===== src/rtl/ifetch_queue.sv =====
`default_nettype none
// ============================================================================
//  Module   : ifetch_queue
//  Brief    : Decoupled instruction prefetch unit. Issues instruction-memory
//             reads and holds each fetched word and its PC in a DEPTH-entry
//             FIFO. Decode reads the oldest entry. Branch/jump redirect
//             flushes the FIFO. Dequeuing a HALT stops fetch until reset.
//  Options  : IFQ_BYPASS_EN - when defined, a word that arrives while the
//             queue is empty is shown to decode in the same cycle.
//  Revision : 1.0 - initial release
// ============================================================================
module ifetch_queue #(
    parameter int                 DEPTH   = 4,
    parameter int                 ADDR_W  = 32,
    parameter logic [ADDR_W-1:0]  PC_INIT = '0
) (
    input  logic                        CLK,
    input  logic                        nRST,
    output logic                        imemREN,
    output logic [ADDR_W-1:0]           imemaddr,
    input  logic [31:0]                 imemload,
    input  logic                        ihit,
    input  logic                        deq,
    input  logic                        redirect,
    input  logic [ADDR_W-1:0]           redirect_pc,
    output logic                        instr_valid,
    output logic [31:0]                 instr,
    output logic [ADDR_W-1:0]           instr_pc,
    output logic [ADDR_W-1:0]           instr_npc,
    output logic [$clog2(DEPTH):0]      count,
    output logic                        halt
);

    localparam int         PTR_W       = $clog2(DEPTH);
    localparam int         CNT_W       = PTR_W + 1;
    localparam logic [5:0] HALT_OPCODE = 6'b111111;

    typedef enum logic [0:0] {
        FETCH   = 1'b0,
        STOPPED = 1'b1
    } state_t;

    state_t             state_q, state_d;
    logic [ADDR_W-1:0]  fetch_pc_q, fetch_pc_d;
    logic [PTR_W-1:0]   rd_ptr_q, rd_ptr_d;
    logic [PTR_W-1:0]   wr_ptr_q, wr_ptr_d;
    logic [CNT_W-1:0]   count_q, count_d;
    logic               halt_q, halt_d;

    logic [31:0]        mem_instr_q [DEPTH];
    logic [ADDR_W-1:0]  mem_pc_q    [DEPTH];

    logic               is_fetch;
    logic               push;
    logic               bypass;
    logic               pop;
    logic               pop_mem;
    logic               halt_pop;
    logic               mem_we;

    // The two low bits of redirect_pc are always forced to zero.
    logic               unused_redirect_lsbs;
    assign unused_redirect_lsbs = ^redirect_pc[1:0];

    // Request, head-of-queue presentation and pop/push qualification
    always_comb begin
        is_fetch = (state_q == FETCH);
        imemREN  = is_fetch && (count_q < CNT_W'(DEPTH)) && !redirect;
        imemaddr = fetch_pc_q;
        push     = imemREN && ihit;
`ifdef IFQ_BYPASS_EN
        bypass   = push && (count_q == '0);
`else
        bypass   = 1'b0;
`endif
        instr       = bypass ? imemload   : mem_instr_q[rd_ptr_q];
        instr_pc    = bypass ? fetch_pc_q : mem_pc_q[rd_ptr_q];
        instr_valid = is_fetch && ((count_q != '0) || bypass);
        instr_npc   = instr_pc + ADDR_W'(4);
        pop         = deq && instr_valid && !redirect;
        halt_pop    = pop && (instr[31:26] == HALT_OPCODE);
        // A bypassed word that decode takes right away never touches storage.
        pop_mem     = pop && !bypass;
        mem_we      = push && !halt_pop && !(bypass && pop);
        count       = count_q;
        halt        = halt_q;
    end

    // Next-state: redirect beats halt, halt beats normal push/pop
    always_comb begin
        state_d    = state_q;
        fetch_pc_d = fetch_pc_q;
        rd_ptr_d   = rd_ptr_q;
        wr_ptr_d   = wr_ptr_q;
        count_d    = count_q;
        halt_d     = halt_q;
        if (is_fetch) begin
            if (redirect) begin
                rd_ptr_d   = '0;
                wr_ptr_d   = '0;
                count_d    = '0;
                fetch_pc_d = {redirect_pc[ADDR_W-1:2], 2'b00};
            end else if (halt_pop) begin
                rd_ptr_d = '0;
                wr_ptr_d = '0;
                count_d  = '0;
                state_d  = STOPPED;
                halt_d   = 1'b1;
            end else begin
                if (push) begin
                    fetch_pc_d = fetch_pc_q + ADDR_W'(4);
                end
                if (mem_we) begin
                    wr_ptr_d = wr_ptr_q + 1'b1;
                end
                if (pop_mem) begin
                    rd_ptr_d = rd_ptr_q + 1'b1;
                end
                case ({mem_we, pop_mem})
                    2'b10:   count_d = count_q + 1'b1;
                    2'b01:   count_d = count_q - 1'b1;
                    default: count_d = count_q;
                endcase
            end
        end
    end

    // Control state registers with synchronous active-low reset
    always_ff @(posedge CLK) begin
        if (!nRST) begin
            state_q    <= FETCH;
            fetch_pc_q <= PC_INIT;
            rd_ptr_q   <= '0;
            wr_ptr_q   <= '0;
            count_q    <= '0;
            halt_q     <= 1'b0;
        end else begin
            state_q    <= state_d;
            fetch_pc_q <= fetch_pc_d;
            rd_ptr_q   <= rd_ptr_d;
            wr_ptr_q   <= wr_ptr_d;
            count_q    <= count_d;
            halt_q     <= halt_d;
        end
    end

    // FIFO storage; contents need no reset because the pointers gate them
    always_ff @(posedge CLK) begin
        if (nRST && mem_we) begin
            mem_instr_q[wr_ptr_q] <= imemload;
            mem_pc_q[wr_ptr_q]    <= fetch_pc_q;
        end
    end

endmodule
`default_nettype wire

===== config.mk =====
export PLATFORM = sky130hd
export DESIGN_NAME = ifetch_queue
export DESIGN_NICKNAME = d
export VERILOG_FILES = /design/src/rtl/ifetch_queue.sv
export SDC_FILE = /design/constraint.sdc
export NUM_CORES = 1
export LEC_CHECK = 0
export CAP_MARGIN = 10
export CORE_MARGIN = 2
export CORE_UTILIZATION = 45
export DETAILED_ROUTE_END_ITERATION = 10
export PLACE_DENSITY = 0.69
export RECOVER_POWER = 50
export SLEW_MARGIN = 0
export SYNTH_ARGS = -nofsm -noshare
export SYNTH_HDL_FRONTEND = slang
export SYNTH_SLANG_ARGS = --single-unit

===== constraint.sdc =====
create_clock -name CLK -period 3.9 [get_ports CLK]
set_input_delay 0.585 -clock CLK [delete_from_list [all_inputs] [get_ports CLK]]
set_output_delay 0.585 -clock CLK [all_outputs]
set_load 0.03 [all_outputs]

### After elaboration in Yosys (flattened, before gate mapping)

Memories as Yosys holds them, arrays and structs flattened. A register that Yosys moved wholly into a read port is not among the register bits.
Index checks and enable logic that the tools add are counted.

* flip-flop bits (word level): 41
* memory bits (writable): 256
* input bits: 69
* output and inout port bits: 134
* logic and storage cells: 63
* memories: 2

Memory list
* mem_instr_q: depth 4, width 32, read ports 1, clocked after Yosys merged registers in 1, write ports 1, line 50 `logic [31:0] mem_instr_q [DEPTH];`
* mem_pc_q: depth 4, width 32, read ports 1, clocked after Yosys merged registers in 1, write ports 1, line 51 `logic [ADDR_W-1:0] mem_pc_q [DEPTH];`

* add/sub/neg operators: 6
* order comparisons: 1
* equality and inequality tests: 4
* multiplexer cells: 21
* bitwise operators: 2
* reductions and logical operators: 21

Operator list (count)
* $mux W32: 3
* $add A32 B3 Y32 const B: 2
* $mux W2: 10
* $logic_and A1 B1 Y1: 9
* $reduce_bool A3 Y1: 3
* $eq A6 B6 Y1 const B: 1
* $mux W3: 2
* $pmux W3 S2: 1
* $reduce_and A2 Y1: 3
* $reduce_and A3 Y1: 2
* $mux W1: 5
* $add A2 B1 Y2 const B: 2
* $reduce_bool A4 Y1: 1
* $add A3 B1 Y3 const B: 1
* $lt A3 B3 Y1 const B: 1
* $sub A3 B1 Y3 const B: 1
* $eq A2 B1 Y1 const B: 1
* $eq A2 B2 Y1 const B: 1
* $logic_not A1 Y1: 2
* $ne A2 B2 Y1 const B: 1
* $not A1 Y1: 2
* $reduce_bool A2 Y1: 1

### Depth between registers and ports, before layout

* word-level depth: 11
* mapped depth: 13

### Worst setup path after synthesis

Ideal clock, no wire load.

* path type: input to register
* from: input redirect
* to: memory mem_instr_q[0][0], enable pin
* setup time: 427 ps
* arrival: 3476 ps
* data required time: 3473 ps
* slack: -3 ps
* stages on the path: 5
* cell sequence: clkbuf_1 > nor3_1 > nand2_1 > nor2_1 > and3_1

* elaborated cells on any way between the ends: 10
* those cells by class: mux: 2; reduce/logical: 8

RTL lines
* start: declaration: line 24 `input logic redirect,`
* $logic_not A1 Y1: line 68 `imemREN = is_fetch && (count_q < CNT_W'(DEPTH)) && !redirect;`
* $logic_and A1 B1 Y1: line 68
* named net imemREN: line 19 `output logic imemREN,`
* $logic_and A1 B1 Y1: line 70 `push = imemREN && ihit;`
* $logic_and A1 B1 Y1: line 84 `mem_we = push && !halt_pop && !(bypass && pop);`
* $logic_and A1 B1 Y1: line 149 `if (nRST && mem_we) begin`
* $mux W1: line 149
* $mux W1 (not written as such): line 150 `mem_instr_q[wr_ptr_q] <= imemload;`
* end: declaration: line 50

The timed path passes the listed nets, and every way through them passes these cells.

==> summary.txt <==
setup ws final: 82.5 ps
# IOs: 203
final worst path period need: 3820 ps
Post-Synth Adder-Cell Area: 0.878%
Max-slew headroom: 20.0%
pre-CTS setup slack: 295 ps
XOR/XNOR Fraction of Synth Area: 2.07%
antenna cell count: 0
Gate Count Post-Synth: 768
GP Congestion: 0.821
sequential cell area: 8280 um^2
final number of setup-violating endpoints: 0
simple-gate share of the synthesized area: 8.29%
Chip Height: 169 um
detailed placement HPWL: 18.9 mm
# fillers: 2,104
layout cells sized above 1: 13.7%
share of the synthesized area in the top cell type: 60.8%
worst slew pin tran: 1200 ps
clock root cell: clkbuf_16
crit path max fanout: 11
antenna violations before repair: 0
Syn Area/Cell: 16.0 um^2
RSZ-0062 raised after global routing: no
multiplexer area fraction after synthesis: 11.8%
synth warn: 0
Syn-to-layout area delta: 27.3%
Buf/Inv on CP: 3
Hold Crit Class: reg2reg
post-synthesis compound-gate area fraction: 6.68%
final net count: 1,055
CTS tree: yes
Post-synth EDFFs: 248
Hold-fix buffers, CTS: 0
port buffer count: 194
post-route ant nets: 0
CP Class: reg2out
startpoint types: flop
Routed wire per std cell: 21.0 um
achievable clock frequency: 262 MHz
setup TNS: 0 ps
Area contributors post-synth: edfxtp_1 (61%), mux4_2 (9.7%), dfxtp_1 (6.7%)
crit-path cells: buf_8 -> mux4_1 -> nand4_1 -> buf_4 -> nor2_1 -> nand2_1 -> xnor2_1 -> clkdlybuf4s50_1
most numerous cell in the Yosys netlist: edfxtp_1
Initial Util: 45.6%
r2r worst-path depth: 13
final hold viol count: 0
leakage power: 0.00519 uW
Via-to-Cell Ratio: 5.68
initial drt markers: 742
flop and latch count out of synthesis: 289
largest net degree at the start of global routing: 53
row cnt: 60
Reg clk slew, reported paths: 60 ps
Worst setup EP type: output pin
Longest Clk Path Bufs: 3
critical-path cell with the highest stage delay: clkdlybuf4s50_1
post-synth top area cell: edfxtp_1
Largest stage delay, worst path: 740 ps
pins over their slew limit: 0
Commonest cells post-synth: edfxtp_1 (248), nand2_1 (55), mux4_2 (53), dfxtp_1 (41), a21oi_1 (34)
WP depth: 8
Num CTS Buffers: 30
DRC violations left: 0
first-pass GRT wire length: 42.9 mm
vias in the first global route: 7,500
most used flip-flop cell after synthesis: edfxtp_1
outcome: complete, no violations
share of flip-flops with an asynchronous set or reset: 0%
Cell variety after synth: 63
GRT Total Usage: 19.4%
Clock H-tree levels: 1
clock skew: 10.3 ps
vias: 7,617
CTS Sinks: 289
WHS Path Cells: 2
WP data required: 3310 ps
combinational family with the most area after synthesis: multiplexers
VDD IR-drop max: 0.333 mV
Power Density: 425 nW/um^2
register area share after synthesis: 67.5%
GR Overflow Total: 0
Final period util: 97.9%
CP top delay family: buffers and inverters
Mapped Area: 12,300 um^2
Power Total: 6620 uW
total core area: 26,900 um^2
Post-Route WL: 28.2 mm
Die Area: 28,600 um^2
worst skew pair latency: 550 ps
area of the multi-input gates: 3680 um^2
CP arrival: 3230 ps
Die W: 169 um
total iterations of the first detailed-routing run: 5
max_cap viols: 0
==> flip-flops by register name, indices dropped and copies added, names as in the netlist, named ones only <==
register	count
count	3
halt	1
imemaddr	30
mem_instr_q	128
mem_pc_q	120
rd_ptr_q	2
state_q	1
wr_ptr_q	2
==> layer usage <==
metal	share of wire [%]	vias to the layer above	track usage, %
met1	44	3786	27.2
met5	0	-	0
li1	-	3501	-
met4	3.0	0	6.21
met3	6.0	57	3.09
met2	47	273	31.6
==> report_power, final <==
group | total (uW) | leakage, uW | internal, uW | switching [uW]
Sequential | 3470 | 0.00259 | 3410 | 60.6
Combinational | 527 | 0.00216 | 219 | 309
Clock | 2620 | 0.000438 | 1540 | 1090
==> cell type report <==
cell class	count	share of cell area, %
clock buffers	46	5.40
clock inverters	8	0.385
inverters	12	0.289
multi-input cells	417	23.6
flip-flops and latches	289	53.1
well taps	341	2.74
repair buffers	228	14.6
==> placed cells by master (no fill, tap or decap), types with 8 or more instances in the layout <==
cell type | netlist | routed
a21oi_1 | 34 | 34
and2_1 | 10 | 10
buf_12 | 0 | 8
buf_4 | 8 | 22
clkbuf_1 | 29 | 17
clkbuf_16 | 0 | 31
clkdlybuf4s50_1 | 0 | 95
dfxtp_1 | 41 | 39
dlygate4sd2_1 | 0 | 17
dlygate4sd3_1 | 0 | 78
edfxtp_1 | 248 | 248
inv_1 | 11 | 11
mux4_1 | 9 | 9
mux4_2 | 53 | 53
nand2_1 | 55 | 55
nand3_1 | 29 | 29
nand4_1 | 21 | 21
nor2_1 | 28 | 28
nor4_1 | 8 | 8
o211ai_1 | 8 | 8
o21ai_0 | 15 | 15
o31ai_1 | 12 | 12
xnor2_1 | 25 | 25
==> stage by stage <==
step	util, %	cells	instance area [um^2]	hold WS (ps)
2_1_floorplan	-	773	12300	463
3_3_place_gp	54.7	1282	14700	470
3_5_place_dp	54.7	1282	14700	467
4_1_cts	58.1	1341	15600	489
5_1_grt	58.0	1341	15600	521
6_report	58.0	1341	15600	480
==> timing repair <==
item                       4_1_cts  5_1_grt
setup endpoints to repair       22        4
buffers inserted                 5        0
resized for setup               19        4
pin swaps                        2        0
==> worst register-to-register path: stages, from the launching register on <==
cell and delay, ps:
dfxtp_4 500, buf_8 230, buf_4 210, mux4_1 610, and2_4 210, and3_1 200, nor2_1 250, inv_1 110
ha_1 230, fa_1 390, xnor2_1 160, o21a_1 170, o21ai_0 150, a21oi_1 80
==> cells by family after synthesis <==
group | Yosys count
buffers and inverters | 67
AOI/OAI and AO/OA | 119
adders and majority gates | 8
and+or+nand+nor | 191
xor gates and xnor gates | 29
other | 1
DFF | 289
muxes | 64
==> final timing paths <==
path | start | slack (ps) | endpoint
max | flop | 80 | instr_npc[9]
min | halt | 480 | halt
max reg2reg | flop | 270 | count[2]
min reg2reg | halt | 480 | halt
Note: power is estimated with default switching activity, not from simulation.
